**src/rtl/exe_wb_arbiter_if.sv**
```systemverilog
`timescale 1ns/1ps
// exe_wb_arbiter_if
// Groups the four producer result channels and the two writeback ports that
// sit between the execution stage and the writeback arbiter.
//   Producer channels (mult, alu1, alu2, ld): *_vld, *_data, *_idx toward the
//     arbiter; *_rdy back to the producer.
//   Writeback ports (wb0, wb1): *_vld, *_data, *_idx, *_src toward the
//     register file / reorder logic.
// Modports:
//   master : the upstream side (drives results, observes rdy and writeback)
//   slave  : the arbiter (consumes results, drives rdy and writeback)
interface exe_wb_arbiter_if #(
  parameter int DATA_W = 16,
  parameter int IDX_W  = 6
);
  logic              mult_vld;
  logic [DATA_W-1:0] mult_data;
  logic [IDX_W-1:0]  mult_idx;
  logic              mult_rdy;

  logic              alu1_vld;
  logic [DATA_W-1:0] alu1_data;
  logic [IDX_W-1:0]  alu1_idx;
  logic              alu1_rdy;

  logic              alu2_vld;
  logic [DATA_W-1:0] alu2_data;
  logic [IDX_W-1:0]  alu2_idx;
  logic              alu2_rdy;

  logic              ld_vld;
  logic [DATA_W-1:0] ld_data;
  logic [IDX_W-1:0]  ld_idx;
  logic              ld_rdy;

  logic              wb0_vld;
  logic [DATA_W-1:0] wb0_data;
  logic [IDX_W-1:0]  wb0_idx;
  logic [1:0]        wb0_src;

  logic              wb1_vld;
  logic [DATA_W-1:0] wb1_data;
  logic [IDX_W-1:0]  wb1_idx;
  logic [1:0]        wb1_src;

  modport master (
    output mult_vld, mult_data, mult_idx, input mult_rdy,
    output alu1_vld, alu1_data, alu1_idx, input alu1_rdy,
    output alu2_vld, alu2_data, alu2_idx, input alu2_rdy,
    output ld_vld,   ld_data,   ld_idx,   input ld_rdy,
    input  wb0_vld, wb0_data, wb0_idx, wb0_src,
    input  wb1_vld, wb1_data, wb1_idx, wb1_src
  );

  modport slave (
    input  mult_vld, mult_data, mult_idx, output mult_rdy,
    input  alu1_vld, alu1_data, alu1_idx, output alu1_rdy,
    input  alu2_vld, alu2_data, alu2_idx, output alu2_rdy,
    input  ld_vld,   ld_data,   ld_idx,   output ld_rdy,
    output wb0_vld, wb0_data, wb0_idx, wb0_src,
    output wb1_vld, wb1_data, wb1_idx, wb1_src
  );
endinterface

```
**src/rtl/exe_wb_arbiter.sv**
```systemverilog
`timescale 1ns/1ps
// exe_wb_arbiter
// Writeback arbiter behind the execution stage. Each of the four producers
// (0=mult, 1=alu1, 2=alu2, 3=ld) owns a one-entry holder. Every cycle a
// round-robin scan over the full holders picks up to two of them; the picks
// are registered onto writeback ports wb0/wb1 on the next edge.
// Ports:
//   clk        : system clock
//   rst        : synchronous reset, active-low
//   bus        : slave side of exe_wb_arbiter_if (producer channels + wb ports)
//   rr_ptr_dbg : current round-robin start source
//   full_dbg   : holder full bits, bit n = source n
//
// Handshake: a producer result transfers on a rising clk edge where *_vld and
// *_rdy are both 1. *_rdy depends only on holder state and this cycle's grant,
// never on *_vld. While *_rdy is 0 the producer must keep *_vld and its
// payload stable. wb*_vld is a one-cycle pulse per result with no back-pressure.
module exe_wb_arbiter #(
  parameter int DATA_W = 16,
  parameter int IDX_W  = 6
) (
  input  logic             clk,
  input  logic             rst,
  exe_wb_arbiter_if.slave  bus,
  output logic [1:0]       rr_ptr_dbg,
  output logic [3:0]       full_dbg
);

  // Flattened producer channels, indexed by source id.
  logic [3:0]        in_vld;
  logic [DATA_W-1:0] in_data [4];
  logic [IDX_W-1:0]  in_idx  [4];

  assign in_vld     = {bus.ld_vld, bus.alu2_vld, bus.alu1_vld, bus.mult_vld};
  assign in_data[0] = bus.mult_data;
  assign in_data[1] = bus.alu1_data;
  assign in_data[2] = bus.alu2_data;
  assign in_data[3] = bus.ld_data;
  assign in_idx[0]  = bus.mult_idx;
  assign in_idx[1]  = bus.alu1_idx;
  assign in_idx[2]  = bus.alu2_idx;
  assign in_idx[3]  = bus.ld_idx;

  // Holders and arbitration state.
  logic [3:0]        full_q;
  logic [DATA_W-1:0] data_q [4];
  logic [IDX_W-1:0]  idx_q  [4];
  logic [1:0]        rr_ptr;

  // Registered writeback ports.
  logic              wb0_vld_q, wb1_vld_q;
  logic [DATA_W-1:0] wb0_data_q, wb1_data_q;
  logic [IDX_W-1:0]  wb0_idx_q, wb1_idx_q;
  logic [1:0]        wb0_src_q, wb1_src_q;

  // Arbitration results for this cycle.
  logic              have_a, have_b;
  logic [1:0]        gnt_a, gnt_b;
  logic [3:0]        gnt_vec;
  logic [1:0]        scan_src;
  logic [1:0]        rr_ptr_nxt;
  logic [3:0]        rdy;
  logic [3:0]        accept;

  // Scan rr_ptr, rr_ptr+1, ... (mod 4). First full holder goes to port 0,
  // the next full one to port 1.
  always_comb begin
    have_a   = 1'b0;
    have_b   = 1'b0;
    gnt_a    = 2'd0;
    gnt_b    = 2'd0;
    gnt_vec  = 4'd0;
    scan_src = 2'd0;
    for (int k = 0; k < 4; k++) begin
      scan_src = rr_ptr + k[1:0];
      if (full_q[scan_src]) begin
        if (!have_a) begin
          have_a = 1'b1;
          gnt_a  = scan_src;
        end else if (!have_b) begin
          have_b = 1'b1;
          gnt_b  = scan_src;
        end
      end
    end
    if (have_a) gnt_vec[gnt_a] = 1'b1;
    if (have_b) gnt_vec[gnt_b] = 1'b1;
  end

  // Pointer moves past the last source served, so a served source drops to
  // the back of the order and any full holder is reached within two cycles.
  always_comb begin
    rr_ptr_nxt = rr_ptr;
    if (have_b)      rr_ptr_nxt = gnt_b + 2'd1;
    else if (have_a) rr_ptr_nxt = gnt_a + 2'd1;
  end

  // A holder being drained this cycle can take a new entry on the same edge.
  assign rdy    = ~full_q | gnt_vec;
  assign accept = in_vld & rdy;

  always_ff @(posedge clk) begin
    if (!rst) begin
      full_q     <= 4'd0;
      rr_ptr     <= 2'd0;
      wb0_vld_q  <= 1'b0;
      wb1_vld_q  <= 1'b0;
      wb0_data_q <= '0;
      wb1_data_q <= '0;
      wb0_idx_q  <= '0;
      wb1_idx_q  <= '0;
      wb0_src_q  <= 2'd0;
      wb1_src_q  <= 2'd0;
      for (int s = 0; s < 4; s++) begin
        data_q[s] <= '0;
        idx_q[s]  <= '0;
      end
    end else begin
      for (int s = 0; s < 4; s++) begin
        if (accept[s]) begin
          full_q[s] <= 1'b1;
          data_q[s] <= in_data[s];
          idx_q[s]  <= in_idx[s];
        end else if (gnt_vec[s]) begin
          full_q[s] <= 1'b0;
        end
      end
      rr_ptr    <= rr_ptr_nxt;
      wb0_vld_q <= have_a;
      wb1_vld_q <= have_b;
      // Payload only updates on a grant so idle ports keep their last value.
      if (have_a) begin
        wb0_data_q <= data_q[gnt_a];
        wb0_idx_q  <= idx_q[gnt_a];
        wb0_src_q  <= gnt_a;
      end
      if (have_b) begin
        wb1_data_q <= data_q[gnt_b];
        wb1_idx_q  <= idx_q[gnt_b];
        wb1_src_q  <= gnt_b;
      end
    end
  end

  assign bus.mult_rdy = rdy[0];
  assign bus.alu1_rdy = rdy[1];
  assign bus.alu2_rdy = rdy[2];
  assign bus.ld_rdy   = rdy[3];

  assign bus.wb0_vld  = wb0_vld_q;
  assign bus.wb0_data = wb0_data_q;
  assign bus.wb0_idx  = wb0_idx_q;
  assign bus.wb0_src  = wb0_src_q;
  assign bus.wb1_vld  = wb1_vld_q;
  assign bus.wb1_data = wb1_data_q;
  assign bus.wb1_idx  = wb1_idx_q;
  assign bus.wb1_src  = wb1_src_q;

  assign rr_ptr_dbg = rr_ptr;
  assign full_dbg   = full_q;

endmodule

```
**src/flat_wrapper.sv**
```systemverilog
// flat-port wrapper written by rule: the top's interface ports become plain ports
module exe_wb_arbiter_flat 
#(
  parameter int DATA_W = 16,
  parameter int IDX_W  = 6
)
  (clk, rst, rr_ptr_dbg, full_dbg, bus_mult_vld, bus_mult_data, bus_mult_idx, bus_mult_rdy, bus_alu1_vld, bus_alu1_data, bus_alu1_idx, bus_alu1_rdy, bus_alu2_vld, bus_alu2_data, bus_alu2_idx, bus_alu2_rdy, bus_ld_vld, bus_ld_data, bus_ld_idx, bus_ld_rdy, bus_wb0_vld, bus_wb0_data, bus_wb0_idx, bus_wb0_src, bus_wb1_vld, bus_wb1_data, bus_wb1_idx, bus_wb1_src);
  exe_wb_arbiter_if #(.DATA_W(DATA_W), .IDX_W(IDX_W)) bus_i ();
  input  logic clk;
  input  logic rst;
  output logic [1:0] rr_ptr_dbg;
  output logic [3:0] full_dbg;
  input wire logic [$bits(bus_i.mult_vld)-1:0] bus_mult_vld;
  input wire logic [$bits(bus_i.mult_data)-1:0] bus_mult_data;
  input wire logic [$bits(bus_i.mult_idx)-1:0] bus_mult_idx;
  output wire logic [$bits(bus_i.mult_rdy)-1:0] bus_mult_rdy;
  input wire logic [$bits(bus_i.alu1_vld)-1:0] bus_alu1_vld;
  input wire logic [$bits(bus_i.alu1_data)-1:0] bus_alu1_data;
  input wire logic [$bits(bus_i.alu1_idx)-1:0] bus_alu1_idx;
  output wire logic [$bits(bus_i.alu1_rdy)-1:0] bus_alu1_rdy;
  input wire logic [$bits(bus_i.alu2_vld)-1:0] bus_alu2_vld;
  input wire logic [$bits(bus_i.alu2_data)-1:0] bus_alu2_data;
  input wire logic [$bits(bus_i.alu2_idx)-1:0] bus_alu2_idx;
  output wire logic [$bits(bus_i.alu2_rdy)-1:0] bus_alu2_rdy;
  input wire logic [$bits(bus_i.ld_vld)-1:0] bus_ld_vld;
  input wire logic [$bits(bus_i.ld_data)-1:0] bus_ld_data;
  input wire logic [$bits(bus_i.ld_idx)-1:0] bus_ld_idx;
  output wire logic [$bits(bus_i.ld_rdy)-1:0] bus_ld_rdy;
  output wire logic [$bits(bus_i.wb0_vld)-1:0] bus_wb0_vld;
  output wire logic [$bits(bus_i.wb0_data)-1:0] bus_wb0_data;
  output wire logic [$bits(bus_i.wb0_idx)-1:0] bus_wb0_idx;
  output wire logic [$bits(bus_i.wb0_src)-1:0] bus_wb0_src;
  output wire logic [$bits(bus_i.wb1_vld)-1:0] bus_wb1_vld;
  output wire logic [$bits(bus_i.wb1_data)-1:0] bus_wb1_data;
  output wire logic [$bits(bus_i.wb1_idx)-1:0] bus_wb1_idx;
  output wire logic [$bits(bus_i.wb1_src)-1:0] bus_wb1_src;
  assign bus_i.mult_vld = bus_mult_vld;
  assign bus_i.mult_data = bus_mult_data;
  assign bus_i.mult_idx = bus_mult_idx;
  assign bus_mult_rdy = bus_i.mult_rdy;
  assign bus_i.alu1_vld = bus_alu1_vld;
  assign bus_i.alu1_data = bus_alu1_data;
  assign bus_i.alu1_idx = bus_alu1_idx;
  assign bus_alu1_rdy = bus_i.alu1_rdy;
  assign bus_i.alu2_vld = bus_alu2_vld;
  assign bus_i.alu2_data = bus_alu2_data;
  assign bus_i.alu2_idx = bus_alu2_idx;
  assign bus_alu2_rdy = bus_i.alu2_rdy;
  assign bus_i.ld_vld = bus_ld_vld;
  assign bus_i.ld_data = bus_ld_data;
  assign bus_i.ld_idx = bus_ld_idx;
  assign bus_ld_rdy = bus_i.ld_rdy;
  assign bus_wb0_vld = bus_i.wb0_vld;
  assign bus_wb0_data = bus_i.wb0_data;
  assign bus_wb0_idx = bus_i.wb0_idx;
  assign bus_wb0_src = bus_i.wb0_src;
  assign bus_wb1_vld = bus_i.wb1_vld;
  assign bus_wb1_data = bus_i.wb1_data;
  assign bus_wb1_idx = bus_i.wb1_idx;
  assign bus_wb1_src = bus_i.wb1_src;
  exe_wb_arbiter #(.DATA_W(DATA_W), .IDX_W(IDX_W)) u_core (.clk(clk), .rst(rst), .bus(bus_i), .rr_ptr_dbg(rr_ptr_dbg), .full_dbg(full_dbg));
endmodule
```
**config.mk**
```make
export PLATFORM = sky130hd
export DESIGN_NAME = exe_wb_arbiter_flat
export DESIGN_NICKNAME = d
export VERILOG_FILES = /design/src/rtl/exe_wb_arbiter_if.sv /design/src/rtl/exe_wb_arbiter.sv /design/src/flat_wrapper.sv
export SDC_FILE = /design/constraint.sdc
export NUM_CORES = 1
export LEC_CHECK = 0
export ABC_CLOCK_PERIOD_IN_PS = 5200
export CORE_ASPECT_RATIO = 0.7
export CORE_MARGIN = 1
export CORE_UTILIZATION = 45
export CTS_CLUSTER_DIAMETER = 100
export CTS_CLUSTER_SIZE = 10
export DETAILED_ROUTE_END_ITERATION = 7
export GPL_TIMING_DRIVEN = 0
export HOLD_SLACK_MARGIN = 0.1
export PLACE_DENSITY_LB_ADDON = 0.12
export REMOVE_ABC_BUFFERS = 1
export SLEW_MARGIN = 20
export SYNTH_ARGS = -nofsm -noshare
export SYNTH_HDL_FRONTEND = slang
export SYNTH_SLANG_ARGS = --single-unit
```
**constraint.sdc**
```tcl
create_clock -name clk -period 5.2 [get_ports clk]
set_input_delay 0.78 -clock clk [delete_from_list [all_inputs] [get_ports clk]]
set_output_delay 0.78 -clock clk [all_outputs]
set_load 0.02 [all_outputs]
```
==> qor.csv <==
metric,value,unit
run_status,"finished, final reports clean",
h-tree-depth,4,
crit_arrival,4180,ps
number_of_distinct_library_cell_variants_in_the_gate_level_netlist_after_synthesis,69,
synth_common_cells,"100 x nand2_1, 88 x edfxtp_1, 68 x mux2i_1, 56 x dfxtp_1, 46 x and3_1",
post_drt_wl_per_cell,21.9,µm
powerDensity,482,nW/µm²
clock_skew,10.5,ps
fp.dieW,156,µm
cts_tree,yes,
finalNetCount,931,
vias_per_cell,5.97,
drc,0,
worst_hold_path.num_cells,2,
final_cell_count_no_fill,1068,
timing.hold.worst.class,reg2reg,
period_share,0.953,
post-route-min-period,4960,ps
most_frequent_cell_after_synthesis,nand2_1,
max_slew_margin,0.289,
worst_setup_path_start_kind,flop,
finalSetupViolCount,0,
detailedPlacementHpwl,14800,µm
critical_path.max_fanout,27,
final_area,9850,µm²
yosys.area.top_type_share,0.355,
filler_cell_count,1259,
num_rows,38,
yosysWarningCount,0,
cts.clk_slew.worst_paths,60,ps
hold_buffers,0,
dr.pass1.iters,5,
p_int,0.00300,W
setup_repair_after_global_routing_missed_its_margin,false,
p_comb_frac,0.381,
ys_seq_elements,144,
peak_per_stage_delay_on_the_critical_path,660,ps
fp.coreArea,15800,µm²
num_antenna_cells,0,
hp-start,u_core.bus.wb0_data[8]$_SDFFE_PN0N_,
worst_slew_pin_slew,1060,ps
track_usage,0.276,
finalPower,0.00474,W
maximum_number_of_pins_on_one_net_before_global_route_repair,50,
critPathSlowestCell,dfxtp_2,
initialDrtViolationCount,537,
maxSlewViolCount,0,
r2r_end,u_core.data_q[0][5]$_SDFFCE_PN0P_,
ant_nets,0,
initial_core_util,0.469,
synth_top_flop_cell,edfxtp_1,
cts-buffers-inserted,17,
multi_input_comb_area,3340,µm²
irDropWorstVdd,0.355,mV
grt_pass1_wl,34500,µm
seq_area,3770,µm²
reg2reg_setup_slack,1090,ps
grt_overflow,0,
synth.top_cells.by_area,"edfxtp_1 36%, dfxtp_1 15%, mux2i_1 9.2%, nand2_1 5.0%, and3_1 3.9%",
crit_path_end_kind,output pin,
port-buffer-count,153,
dieArea,17000,µm²
reg2reg_depth,8,
power.switching_fraction,0.367,
final_hold_viol_count,0,
die_height,110,µm
fin_hold_ws,451,ps
synth-edff-count,88,
rd_place_congestion,0.837,
power.leakage,3.97,nW
syn_avg_cell_area,10.6,µm²
critical_path_class,reg2out,
path_cells,"mux4_2, ha_1, o311ai_1, o211a_4, o221ai_4, clkdlybuf4s50_1",
placed_cell_area,9140,µm²
grt_pass1_vias,6150,
power.net_switching,0.00174,W
hold-path-endpoint,u_core.bus.wb0_data[8]$_SDFFE_PN0N_,
clock_power_share,0.275,
post-synth-top-area-cell,edfxtp_1,
achievable-frequency,0.202,GHz
post_synth_instance_area,7430,µm²
critical_path_required,4420,ps
clk_root_buffer_cell,clkbuf_16,
clk_latency,420,ps
synthArstFlopShare,0,
totalWireLength,23400,µm
maxCapViolCount,0,
synth_cells,702,
fraction_of_the_yosys_area_taken_by_sequential_cells,0.506,
p_seq_frac,0.345,
area_delta_synth_final,32.5,%
deepest_clock_path_buffer_count,2,
numPlacedInstances,1031,
clock_sinks,144,
boundaryPins,154,
r2r_start,u_core.rr_ptr_dbg[0]$_SDFFE_PN0P_,
num_vias,6376,
antenna_found_initial,0,
drive_gt1_frac,0.116,
## kinds of logic after synthesis
family / Yosys count / share of synthesized area
flip-flops: 144 / 0.506
multiplexers: 75 / 0.106
AND/OR/NAND/NOR: 256 / 0.166
buffers and inverters: 77 / 0.0619
XOR/XNOR: 2 / 0.00236
adder cells (fa/ha/maj): 3 / 0.00471
AO/OA/AOI/OAI: 145 / 0.153
## worst max-delay path by stage
stage                                       from                            endpoint  slack (ps)  cells after the start
6_report       u_core.rr_ptr_dbg[0]$_SDFFE_PN0P_                          bus_ld_rdy         240                      6
5_1_grt        u_core.rr_ptr_dbg[0]$_SDFFE_PN0P_                        bus_alu2_rdy         110                      8
3_5_place_dp   u_core.rr_ptr_dbg[0]$_SDFFE_PN0P_                          bus_ld_rdy          60                      7
3_3_place_gp     u_core.full_dbg[0]$_SDFFE_PN0P_  u_core.data_q[0][12]$_SDFFCE_PN0P_       -3860                      6
4_1_cts        u_core.rr_ptr_dbg[1]$_SDFFE_PN0P_                          bus_ld_rdy          30                      7
2_1_floorplan    u_core.full_dbg[0]$_SDFFE_PN0P_   u_core.data_q[0][0]$_SDFFCE_PN0P_          -9                      6
## placed cells by master, fill, tap and decap left out, types with 6 or more instances in the layout
| cell type | n |
|---|---|
| nor2_1 | 40 |
| clkdlybuf4s50_1 | 153 |
| and3_1 | 46 |
| dfxtp_1 | 50 |
| clkbuf_16 | 18 |
| o221ai_1 | 22 |
| nand3_1 | 21 |
| o21ai_0 | 25 |
| edfxtp_1 | 88 |
| o211ai_1 | 24 |
| inv_1 | 17 |
| a211o_1 | 18 |
| buf_6 | 7 |
| nand2_1 | 100 |
| nor2_2 | 13 |
| a21oi_1 | 18 |
| mux2i_1 | 68 |
| dfxtp_2 | 6 |
## metal layers
metal | global-route usage | up-vias | wire length (µm)
met2 | 0.440 | 370 | 10300
met5 | 0 | - | 0
met3 | 0.0579 | 69 | 2190
met1 | 0.358 | 3058 | 10100
met4 | 0.140 | 0 | 782
li1 | - | 2879 | -
## critical path, delay by kind of cell (launching register included)
| kind | cells | cell delay [ps] |
|---|---|---|
| flip-flops | 1 | 660 |
| buffers and inverters | 1 | 660 |
| multiplexers | 1 | 590 |
| adder cells (fa/ha/maj) | 1 | 240 |
| AO/OA/AOI/OAI | 3 | 1580 |
## timing repair
| action | CTS | global route |
|---|---|---|
| pin swaps | 1 | 3 |
| resized for setup | 4 | 3 |
| gates cloned | 1 | 2 |
| setup buffers | 0 | 2 |
| setup endpoints to repair | 4 | 4 |
## state kept, by name, indices dropped and copies added, names as in the netlist
signal	flops
u_core.bus.wb1_vld	1
u_core.rr_ptr_dbg	2
u_core.bus.wb0_src	2
u_core.bus.wb0_data	16
u_core.bus.wb1_data	16
u_core.bus.wb1_idx	6
u_core.idx_q	24
u_core.bus.wb0_idx	6
u_core.full_dbg	4
u_core.data_q	64
u_core.bus.wb0_vld	1
u_core.bus.wb1_src	2
## through the flow
step	utilization	setup slack, ps	TNS (ps)
finish	0.622	244	0
floorplan	-	-9.16	-201
CTS	0.618	29.9	0
global route	0.622	105	0
global placement	0.559	-3860	-234050
detailed placement	0.577	62.2	0
## final cells by class
| type | instances | area share |
|---|---|---|
| Clock buffer | 21 | 0.0489 |
| Tap cell | 220 | 0.0280 |
| Clock inverter | 11 | 0.0154 |
| Multi-Input combinational cell | 484 | 0.339 |
| Sequential cell | 144 | 0.383 |
| Timing Repair Buffer | 170 | 0.179 |
| Inverter | 18 | 0.00686 |
## power by group through the flow
stage / clock, W / sequential [W] / combinational [W]
floorplan: 0 / 0.00173 / 0.000898
global placement: 0 / 0.00164 / 0.00163
detailed placement: 0 / 0.00165 / 0.00173
CTS: 0.00130 / 0.00163 / 0.00175
global route: 0.00136 / 0.00166 / 0.00191
finish: 0.00130 / 0.00163 / 0.00180
No activity file was read; power rests on OpenSTA's default activity.
==> RTL edit: new RTL, same flow settings <==
Make the reset (`rst`) asynchronous in one clocked block. Comments in the files are not updated.
--- a/src/rtl/exe_wb_arbiter.sv
+++ b/src/rtl/exe_wb_arbiter.sv
@@ -99,7 +99,7 @@
   assign rdy    = ~full_q | gnt_vec;
   assign accept = in_vld & rdy;
 
-  always_ff @(posedge clk) begin
+  always_ff @(posedge clk or negedge rst) begin
     if (!rst) begin
       full_q     <= 4'd0;
       rr_ptr     <= 2'd0;
Behaviour: differs if rst is asserted again (counterexample within 4 cycles, from zero or initial values and one cycle with rst low); with rst held inactive, the same outputs for 4 cycles.
==> RTL edit against the unedited design <==
- routed wire length shrank 11%
- via count decreased by 12%
- sequential cell count unchanged
- critical path type unchanged
- global-route usage shrank 2.0 points
- synthesized area is 0.45% lower
- final area down 0.34%
- worst setup slack better by 42 ps
- non-clock buffer count fell by 4
Power is not shown: default switching activity piles up to over one toggle a cycle in this logic, so the estimate is an artifact.
==> RTL edit: results (changes against the unedited design) <==
[outcome]
status = completed

[synth]
yosysSeqAreaShare_pct = 48.7  ; -1.9 points
synthFlopType = dfrtp_1
synthTopCellsByArea = dfrtp_1 49%, mux2i_1 11%, mux2_2 9.0%
yosysUniqueCellTypes = 69  ; unchanged
async_reset_ff_share_pct = 100  ; +100 points
synth_commonest_cells = 144 x dfrtp_1, 83 x mux2i_1, 59 x mux2_2, 51 x nand2_1, 38 x o221ai_1

[routing]
wl_um = 20700  ; -11%
vias = 5603  ; -12%
drtIter0Drc = 552  ; +2.8%

[critical_path]
reg2reg_depth = 11  ; +3
r2r_start = u_core.rr_ptr_dbg[1]
rrSetupSlack_ps = 1070  ; -20 ps
reg2reg_to = u_core.idx_q[15]
crit_fanout = 30  ; +11%

[grt]
grt_pass1_wl_um = 32300  ; -6.4%
grt_pass1_vias = 5699  ; -7.3%
grt.total_usage_pct = 25.6  ; -2.0 points
grt_max_degree = 100  ; +100%

[min_path]
hold_path.class = in2async

[clocking]
cts_buffers = 17  ; unchanged
clock_path_buffers = 2  ; unchanged
cts-resized-gates = 0  ; -4

[cells_and_area]
fillers = 1235  ; -1.9%
fin_nets = 834  ; -10%
drive_gt1_share_pct = 21.4  ; +9.9 points

[sta]
tightest_slew_ps = 1010  ; -54.8 ps
fin_hold_ws_ps = 250  ; -200 ps
finalClockSkew_ps = 11.6  ; +1.09 ps

[placed_design]
dpl_cell_area_um2 = 9220  ; +0.90%
place_congestion = 0.813  ; -2.8%
place_hpwl_um = 13500  ; -8.8%

==> RTL edit: changes by cell type after synthesis, moves of 15 or more <==
cell	before	now
edfxtp_1	88	0
o221ai_1	22	38
mux2i_1	68	83
dfxtp_1	56	0
nand2_1	100	51
nor2_1	45	20
mux2_2	4	59
mux2_4	0	20
nand3_1	22	3
o211ai_1	24	1
a211o_1	18	1
dfrtp_1	0	144
and3_1	46	8
o21ai_0	27	9
==> RTL edit: critical path: stages, from the launching register on <==
cell and delay [ps]:
dfrtp_2 740, mux2_2 430, nand2_1 70, o21ai_0 130
ha_1 300, a221o_1 300, a221o_1 450, or2_2 340
o221ai_1 270, clkdlybuf4s50_1 680
==> RTL edit: area by class of cell <==
cell class / count / share of cell area (%)
clock buffer: 18 / 4.48
sequential: 144 / 36.8
tap: 220 / 2.81
multi-input combinational: 400 / 35.6
timing repair buffer: 166 / 18.5
inverter: 9 / 0.344
clock inverter: 14 / 1.48
==> RTL edit: how the worst max path moves through the flow <==
stage / startpoint / to / cells past startpoint
floorplan: u_core.rr_ptr_dbg[1] / u_core.data_q[53] / 9
global placement: rst / u_core.data_q[40] / 1
detailed placement: u_core.rr_ptr_dbg[1] / bus_mult_rdy / 9
CTS: u_core.rr_ptr_dbg[1] / bus_mult_rdy / 9
global route: u_core.rr_ptr_dbg[1] / bus_mult_rdy / 9
finish: u_core.rr_ptr_dbg[1] / bus_mult_rdy / 9
==> RTL edit: logic make-up after synthesis <==
| group | share of synthesized area (%) |
|---|---|
| AO/OA/AOI/OAI | 11.8 |
| buffers and inverters | 4.79 |
| adder cells (fa/ha/maj) | 0.490 |
| XOR/XNOR | 0.118 |
| AND/OR/NAND/NOR | 7.88 |
| multiplexers | 26.2 |
| flip-flops | 48.7 |
==> RTL edit: through the flow <==
| step | cells | setup slack (ps) | util (%) |
|---|---|---|---|
| after floorplan | 553 | 915 | - |
| after global placement | 926 | -2420 | 56.3 |
| after detailed placement | 939 | 482 | 58.4 |
| after CTS | 971 | 25.5 | 62.1 |
| after global routing | 971 | 139 | 62.2 |
| final | 971 | 286 | 62.2 |
==> RTL edit: routing by layer <==
layer,wire [µm],global-route usage [%]
met5,0,0
met4,283,8.47
met3,1440,5.88
met2,9510,40.0
met1,9460,35.3
